--- src/rtl/alu_muldiv_pkg.sv ---
// Operation codes (RV32M funct3) and FSM encodings for the iterative mul/div unit.
package alu_muldiv_pkg;
  localparam logic [2:0] MDU_MUL    = 3'b000;
  localparam logic [2:0] MDU_MULH   = 3'b001;
  localparam logic [2:0] MDU_MULHSU = 3'b010;
  localparam logic [2:0] MDU_MULHU  = 3'b011;
  localparam logic [2:0] MDU_DIV    = 3'b100;
  localparam logic [2:0] MDU_DIVU   = 3'b101;
  localparam logic [2:0] MDU_REM    = 3'b110;
  localparam logic [2:0] MDU_REMU   = 3'b111;

  localparam logic [1:0] ST_IDLE = 2'd0;
  localparam logic [1:0] ST_CALC = 2'd1;
  localparam logic [1:0] ST_FIX  = 2'd2;
  localparam logic [1:0] ST_DONE = 2'd3;

  function automatic logic op_signed0(input logic [2:0] op);
    return (op == MDU_MUL) || (op == MDU_MULH) || (op == MDU_MULHSU) ||
           (op == MDU_DIV) || (op == MDU_REM);
  endfunction

  function automatic logic op_signed1(input logic [2:0] op);
    return (op == MDU_MUL) || (op == MDU_MULH) || (op == MDU_DIV) || (op == MDU_REM);
  endfunction
endpackage

--- src/rtl/alu_muldiv.sv ---
// Iterative RV32M multiply/divide: one shared adder, one result bit per cycle,
// magnitudes in the datapath with sign correction applied in FIX.
module alu_muldiv
  import alu_muldiv_pkg::*;
#(
  parameter  int XLEN  = 32,
  localparam int CNT_W = $clog2(XLEN) + 1
) (
  input  logic            clk,
  input  logic            rst_n,
  input  logic            flush,
  input  logic            in_valid,
  output logic            in_ready,
  input  logic [2:0]      op,
  input  logic [XLEN-1:0] in_0,
  input  logic [XLEN-1:0] in_1,
  output logic            out_valid,
  input  logic            out_ready,
  output logic [XLEN-1:0] out
);
  localparam logic [XLEN-1:0] MIN_NEG = {1'b1, {(XLEN-1){1'b0}}};

  logic [1:0]      state;
  logic [2:0]      op_q;
  logic [CNT_W-1:0] cnt;
  logic [XLEN:0]   hi;   // product high half / partial remainder
  logic [XLEN-1:0] lo;   // multiplier shifting out / dividend out, quotient in
  logic [XLEN-1:0] b;    // multiplicand / divisor magnitude
  logic            neg_q, neg_r;

  // operand decode
  logic            s0, s1, div_zero, div_ovf, special;
  logic [XLEN-1:0] mag0, mag1, special_res;

  always_comb begin
    s0       = op_signed0(op) & in_0[XLEN-1];
    s1       = op_signed1(op) & in_1[XLEN-1];
    mag0     = s0 ? (~in_0 + 1'b1) : in_0;
    mag1     = s1 ? (~in_1 + 1'b1) : in_1;
    div_zero = op[2] && (in_1 == '0);
    div_ovf  = ((op == MDU_DIV) || (op == MDU_REM)) && (in_0 == MIN_NEG) && (&in_1);
    special  = div_zero || div_ovf;
    if (div_zero) special_res = op[1] ? in_0 : '1;
    else          special_res = op[1] ? '0 : in_0;
  end

  // shared add/subtract step: mul adds b when the multiplier lsb is set,
  // div trial-subtracts b from the shifted partial remainder
  logic            is_div;
  logic [XLEN:0]   add_a, add_b, sum;

  always_comb begin
    is_div = op_q[2];
    add_a  = is_div ? {hi[XLEN-1:0], lo[XLEN-1]} : hi;
    if (is_div)     add_b = ~{1'b0, b};
    else if (lo[0]) add_b = {1'b0, b};
    else            add_b = '0;
    sum = add_a + add_b + {{XLEN{1'b0}}, is_div};
  end

  // sign correction; MULH* negates the full double-width product
  logic [2*XLEN-1:0] prod, prod_s;
  logic [XLEN-1:0]   quo, rem, fix_res;

  always_comb begin
    prod   = {hi[XLEN-1:0], lo};
    prod_s = neg_q ? (~prod + 1'b1) : prod;
    quo    = neg_q ? (~lo + 1'b1) : lo;
    rem    = neg_r ? (~hi[XLEN-1:0] + 1'b1) : hi[XLEN-1:0];
    case (op_q)
      MDU_MUL:                       fix_res = prod_s[XLEN-1:0];
      MDU_MULH, MDU_MULHSU, MDU_MULHU: fix_res = prod_s[2*XLEN-1:XLEN];
      MDU_DIV, MDU_DIVU:             fix_res = quo;
      default:                       fix_res = rem;
    endcase
  end

  assign in_ready = (state == ST_IDLE);

  always_ff @(posedge clk or negedge rst_n) begin
    if (!rst_n) begin
      state     <= ST_IDLE;
      op_q      <= MDU_MUL;
      cnt       <= '0;
      hi        <= '0;
      lo        <= '0;
      b         <= '0;
      neg_q     <= 1'b0;
      neg_r     <= 1'b0;
      out       <= '0;
      out_valid <= 1'b0;
    end else if (flush) begin
      state     <= ST_IDLE;
      out_valid <= 1'b0;
    end else begin
      case (state)
        ST_IDLE: if (in_valid) begin
          op_q  <= op;
          cnt   <= '0;
          neg_q <= s0 ^ s1;
          neg_r <= s0;
          hi    <= '0;
          b     <= op[2] ? mag1 : mag0;
          lo    <= op[2] ? mag0 : mag1;
          if (special) begin
            out       <= special_res;
            out_valid <= 1'b1;
            state     <= ST_DONE;
          end else begin
            state <= ST_CALC;
          end
        end
        ST_CALC: begin
          if (!is_div) begin
            hi <= {1'b0, sum[XLEN:1]};
            lo <= {sum[0], lo[XLEN-1:1]};
          end else if (!sum[XLEN]) begin
            hi <= sum;
            lo <= {lo[XLEN-2:0], 1'b1};
          end else begin
            hi <= add_a;
            lo <= {lo[XLEN-2:0], 1'b0};
          end
          cnt <= cnt + 1'b1;
          if (cnt == CNT_W'(XLEN - 1)) state <= ST_FIX;
        end
        ST_FIX: begin
          out       <= fix_res;
          out_valid <= 1'b1;
          state     <= ST_DONE;
        end
        default: if (out_ready) begin
          out_valid <= 1'b0;
          state     <= ST_IDLE;
        end
      endcase
    end
  end
endmodule
--- config.mk ---
export PLATFORM = sky130hd
export DESIGN_NAME = alu_muldiv
export DESIGN_NICKNAME = d
export VERILOG_FILES = /design/src/rtl/alu_muldiv_pkg.sv /design/src/rtl/alu_muldiv.sv
export SDC_FILE = /design/constraint.sdc
export NUM_CORES = 1
export LEC_CHECK = 0
export ABC_CLOCK_PERIOD_IN_PS = 5500
export BUFFER_PORTS_ARGS = -buffer_cell sky130_fd_sc_hd__buf_2
export CAP_MARGIN = 20
export CORE_AREA = 2 2 223 137
export CTS_CLUSTER_DIAMETER = 80
export DETAILED_ROUTE_END_ITERATION = 6
export DIE_AREA = 0 0 225 139
export PLACE_DENSITY = 0.78
export SETUP_SLACK_MARGIN = 0.3
export SLEW_MARGIN = 40
export SYNTH_ARGS = -nofsm -noshare
export SYNTH_HDL_FRONTEND = slang
export SYNTH_SLANG_ARGS = --single-unit
--- constraint.sdc ---
create_clock -name clk -period 5.5 [get_ports clk]
set_input_delay 1.1 -clock clk [delete_from_list [all_inputs] [get_ports clk]]
set_output_delay 1.1 -clock clk [all_outputs]
set_load 0.05 [all_outputs]
Yosys cells after proc, flatten, opt, wreduce, memory -nomap -nowiden
Index checks and enable logic that the tools add are counted.
- register bits: 143
- bits of input ports: 72
- output and inout bits: 34
- word-level logic and storage cells: 112
- add/sub/neg operators: 8
- eq/ne operators: 19
- multiplexer cells: 38
- bitwise gates (word level): 10
- reduce and logical (&&, ||, !) cells: 27
- operator list (cell ; number):
    32-bit two-way mux ; 14
    33-bit two-way mux ; 5
    32-bit by 1-bit adder with 32-bit output, second input constant ; 4
    32-bit inverter ; 4
    32-bit case mux with 2 select lines ; 2
    32-bit case mux with 3 select lines ; 1
    33-bit case mux with 2 select lines ; 1
    64-bit by 1-bit adder with 64-bit output, second input constant ; 1
    64-bit two-way mux ; 1
    64-bit inverter ; 1
    33-bit by 1-bit adder with 33-bit output ; 1
    33-bit adder ; 1
    32-bit inverter with 33-bit output ; 1
    32-bit == test, second input constant ; 1
    32-bit logical NOT ; 1
    32-bit AND reduction ; 1
    3-bit == test, second input constant ; 4
    6-bit case mux with 2 select lines ; 1
    2-bit two-way mux ; 5
    3-bit by 2-bit == test with 1-bit output, second input constant ; 3
    3-bit AND reduction ; 3
    1-bit logical OR ; 8
    4-bit AND reduction ; 2
    6-bit by 1-bit adder with 6-bit output, second input constant ; 1
    23 further kinds ; 35

Longest topological paths before layout
- depth in word-level cells: 10
- depth in mapped cells: 17
- depth with buffers taken out: 14

Worst setup path before layout
Ideal clock, no wire load.
- kind: reg2reg
- start point: register op_q[2]
- end point: register hi[25]
- library setup time: 0.139 ns
- arrival time: 4.730 ns
- required time: 5.361 ns
- slack: 0.631 ns
- cell stages (with the launch flop): 17
- path buffers: 5
- clock period less this slack: 4.869 ns
- cell sequence: dfrtp_1 > clkbuf_1 > clkbuf_1 > clkbuf_1 > clkbuf_1 > mux2_2 > ha_1 > a211oi_1 > o21ai_0 > o221a_2 > o21ai_0 > a211oi_1 > or3_1 > nand2_1 > buf_2 > mux2i_1 > a31oi_1
- longest elaborated chain between the ends: 6
- elaborated cells between the ends (all ways): 7
- those cells by class: 2 x add/sub; 5 x mux
- RTL lines (what ; line ; source):
    start: declaration ; alu_muldiv.sv:24 ; logic [2:0] op_q;
    start signal: assignment ; alu_muldiv.sv:98 ; op_q <= op;
    33-bit two-way mux (on tied branches) ; alu_muldiv.sv:54, alu_muldiv.sv:55 ;
    33-bit adder ; alu_muldiv.sv:58 ; sum = add_a + add_b + {{XLEN{1'b0}}, is_div};
    33-bit by 1-bit adder with 33-bit output ; alu_muldiv.sv:58 ;
    33-bit two-way mux ; alu_muldiv.sv:117 ; end else if (!sum[XLEN]) begin
    33-bit two-way mux (*) ; alu_muldiv.sv:114 ; if (!is_div) begin
    33-bit case mux with 2 select lines (*) ; alu_muldiv.sv:96 ; case (state)
    end signal: assignment ; alu_muldiv.sv:115 ; hi <= {1'b0, sum[XLEN:1]};
    end signal: assignment ; alu_muldiv.sv:118 ; hi <= sum;
    end: declaration ; alu_muldiv.sv:26 ; logic [XLEN:0] hi;
Mark *: on every way between the ends. The rest lies on a longest branch, timed or not.
A chain may end at the register's enable or synchronous reset.

Worst setup path after layout
- start point: register lo[0]
- end point: register hi[19]
- longest elaborated chain between the ends: 7
- RTL lines (what ; line ; source):
    start: declaration ; alu_muldiv.sv:27 ; logic [XLEN-1:0] lo;
    start signal: assignment ; alu_muldiv.sv:104 ; lo <= op[2] ? mag0 : mag1;
    start signal: assignment ; alu_muldiv.sv:116 ; lo <= {sum[0], lo[XLEN-1:1]};
    start signal: assignment ; alu_muldiv.sv:119 ; lo <= {lo[XLEN-2:0], 1'b1};
    32-bit two-way mux (*) ; alu_muldiv.sv:56 ; else if (lo[0]) add_b = {1'b0, b};
    33-bit two-way mux (*) ; alu_muldiv.sv:55 ; if (is_div) add_b = ~{1'b0, b};
    33-bit adder (*) ; alu_muldiv.sv:58 ;
    33-bit by 1-bit adder with 33-bit output (*) ; alu_muldiv.sv:58 ;
    33-bit two-way mux ; alu_muldiv.sv:117 ;
    33-bit two-way mux (*) ; alu_muldiv.sv:114 ;
    33-bit case mux with 2 select lines (*) ; alu_muldiv.sv:96 ;
Marked as above.

==> impl_metrics.ini <==
[global_routing]
grt_pass1_vias = 14200
grt.total_usage_pct = 36.3
antenna_found_initial = 0
grt_max_degree = 72
grt_overflow = 0
grt_pass1_wl_mm = 86.2

[die]
fp-row-count = 49
io_pins = 106
fp.dieH_um = 139
core_area_um2 = 29400
die-area_um2 = 31300
die_x_um = 225
start_util_pct = 49.3

[placement]
place_inst = 2238
gp_congestion = 1.05
hpwlAfterDp_mm = 44.0
pre_cts_ws_ns = 0.678
portBuffers = 105

[worst_setup_path]
path_class = flip-flop to flip-flop
cp.arrival_ns = 5.17
cp-start-kind = flip-flop
endpoint_kind = flip-flop
worst-r2r-cell-count = 16
cp_max_fo = 32
worst_ep_required_time_ns = 5.82

[sta]
hold_viol = 0
fin_ws_ns = 0.653
timing.final.max_slew_violations = 0
fin_crit_ns = 4.85
final.setup.tns_ns = 0
fmax_mhz = 206
slew_headroom_pct = 42.9
rsz0062_at_grt = false
tightest_slew_ns = 0.854
fin_worst_skew_ns = 0.0212
setup_viol = 0
finalCritPeriodShare_pct = 88.1

[clock_network]
postCtsResizedCells = 0
cts_tree = done
clock_latency_ns = 0.47
hold_buffers = 0
clkSlewWorstSetupHoldPaths_ns = 0.07
numCtsBuffers = 17
cts-root-buf = clkbuf_16
cts.sinks = 143
cts_buffer_depth = 2
htreeDepth = 4

[logic_synthesis]
muxShareOfSynthArea_pct = 9.83
synth-edff-count = 0
yosysWarnings = 0
synth_area_per_cell_um2 = 7.71
synthesis.area_um2 = 14500
async_flop_share_pct = 100
synth_top_family_by_area = compound AO/OA/AOI/OAI gates
synth_compound_area_share_pct = 26.1
synthXorXnorAreaFrac_pct = 8.77
syn-instance-count = 1877
syn_nets = 1993
synth-main-ff-cell = dfrtp_1
ys_seq_area_share_pct = 24.7
synthSimpleGateAreaFrac_pct = 19.6
synthAdderAreaFrac_pct = 5.98
synth.distinct_cells = 77
synth.ff_latch_count = 143

[outcome]
status = complete, no violations

[route]
drc = 0
via_count = 15700
drt_first_pass_iters = 7
drt_iter0_markers = 2835
wl_mm = 57.5
wire_per_inst_um = 25.3
antenna_left = 0
viasPerCell = 6.90

[power]
p_leak_uw = 0.00640
peakVddDrop_v = 0.000359
power_density_nw_per_um2 = 686

[hold_path]
hp-class = flip-flop to flip-flop
min_path_cells = 2

[flow_run]
drv_cap = 0

[cells_and_area]
area_growth_pct = 8.63
drive_gt1_share_pct = 14.9
nNetsFinal = 1992
antennaDiodeCount = 0
finalNonFillerCells = 2271
[power by group]
group / total, uW / switching, uW / internal (uW)
logic: 7270 / 4690 / 2580
clock network: 1180 / 541 / 635
registers: 2350 / 844 / 1500
total: 10800 / 6070 / 4720
[cells in the mapped netlist, types with 10 or more instances]
| cell type | n | area [um2] |
|---|---|---|
| nand2b_1 | 14 | 87.6 |
| nand2_1 | 212 | 796 |
| o31ai_1 | 43 | 323 |
| nor3b_1 | 12 | 90.1 |
| o21ai_1 | 16 | 80.1 |
| a31oi_1 | 20 | 125 |
| dfrtp_1 | 143 | 3580 |
| nand4_1 | 18 | 113 |
| buf_1 | 11 | 41.3 |
| and3_1 | 10 | 62.6 |
| o221ai_1 | 22 | 193 |
| nor4_1 | 19 | 119 |
| inv_1 | 27 | 101 |
| o21ai_0 | 174 | 871 |
| o211ai_1 | 14 | 105 |
| mux2i_1 | 50 | 500 |
| or3_1 | 22 | 138 |
| nand3_1 | 32 | 160 |
| clkbuf_1 | 139 | 522 |
| a22oi_1 | 23 | 173 |
| o21a_1 | 12 | 90.1 |
| or4_1 | 20 | 150 |
| nor2_1 | 150 | 563 |
| ha_1 | 42 | 526 |
| xnor2_1 | 73 | 639 |
| maj3_1 | 30 | 300 |
| nor3_1 | 39 | 195 |
| o22ai_1 | 16 | 100 |
| xor2_1 | 72 | 631 |
| mux2_2 | 82 | 923 |
| a211oi_1 | 21 | 158 |
| a21oi_1 | 153 | 766 |
[final cells by class]
cell class                      instances  area [um2]
Clock buffer                           17         425
Sequential cell                       143        3580
Timing Repair Buffer                  139         795
Tap cell                              382         478
Fill cell                            2815       13600
Multi-Input combinational cell       1546       10200
Inverter                               29         109
Clock inverter                         15         150
[cells in the final DEF (no fill, tap or decap), drive strengths merged, types with 8 or more instances in the layout]
cell type,instances
o31ai,43
and3,10
nand2,212
o221ai,22
clkbuf,17
o211ai,14
or3,25
a31oi,20
or4,22
a21oi,153
a22oi,23
nand4,18
maj3,30
xor2,72
clkinv,8
ha,42
nand2b,14
o21ai,190
a221oi,9
o22ai,16
dfrtp,143
inv,34
nand3b,8
nor4,19
nor2,150
or2,9
o41ai,8
buf,139
o21a,12
mux2i,50
nand3,32
a21o,9
nor3b,12
a211oi,21
nor3,39
mux2,82
xnor2,73
[what timing repair did]
action,in CTS,in global routing
hold endpoints to repair,0,0
setup endpoints to repair,0,1
buffers inserted,0,1
[worst paths after layout]
kind	to	startpoint	slack (ns)
setup / recovery	hi[19]$_DFFE_PN0P_	lo[0]$_DFFE_PN0P_	0.65
hold / removal	out[5]$_DFFE_PN0P_	out[5]$_DFFE_PN0P_	0.48
setup reg to reg	hi[19]$_DFFE_PN0P_	lo[0]$_DFFE_PN0P_	0.65
hold reg to reg	out[5]$_DFFE_PN0P_	out[5]$_DFFE_PN0P_	0.48
max in group asynchronous	hi[3]$_DFFE_PN0P_	rst_n	3.66
min in group asynchronous	out[28]$_DFFE_PN0P_	rst_n	0.66
[worst max-delay path: stages, from the launching register on]
cell,delay (ns)
dfrtp_1,0.42
inv_1,0.16
nor2_1,0.07
buf_4,0.22
mux2_2,0.32
fa_1,0.41
fa_1,0.43
a211oi_1,0.24
o21ai_0,0.27
o221a_2,0.40
o21ai_0,0.33
a211oi_1,0.17
or3_1,0.46
nand2_1,0.14
buf_4,0.25
mux2i_1,0.29
o21ai_0,0.12
[sequential cells by signal, indices dropped and copies added (netlist names)]
register,flops
b,32
cnt,6
hi,33
lo,32
neg_q,1
neg_r,1
op_q,3
out,32
out_valid,1
state,2
[layer usage]
layer	share of wire, %	vias to the layer above	GRT usage [%]
li1	-	6922	-
met1	42	7466	53.0
met2	39	1154	47.8
met3	17	128	15.5
met4	2.6	0	10.2
met5	0	-	0
[logic make-up after synthesis]
logic type | after synthesis
xor gates and xnor gates | 145
DFF | 143
AOI/OAI and AO/OA | 600
and+or+nand+nor | 595
adders and majority gates | 74
buffers and inverters | 188
muxes | 132
[metrics by stage]
step | instance area (um2) | hold WS [ns] | total power [uW] | utilization (%)
5_1_grt | 15700 | 0.503 | 11300 | 53.6
4_1_cts | 15700 | 0.489 | 10400 | 53.5
6_report | 15700 | 0.481 | 10800 | 53.6
3_3_place_gp | 15100 | 0.464 | 9040 | 51.5
3_5_place_dp | 15100 | 0.475 | 9220 | 51.5
2_1_floorplan | 14500 | 0.458 | 7180 | -
No activity file was read; power rests on OpenSTA's default activity.
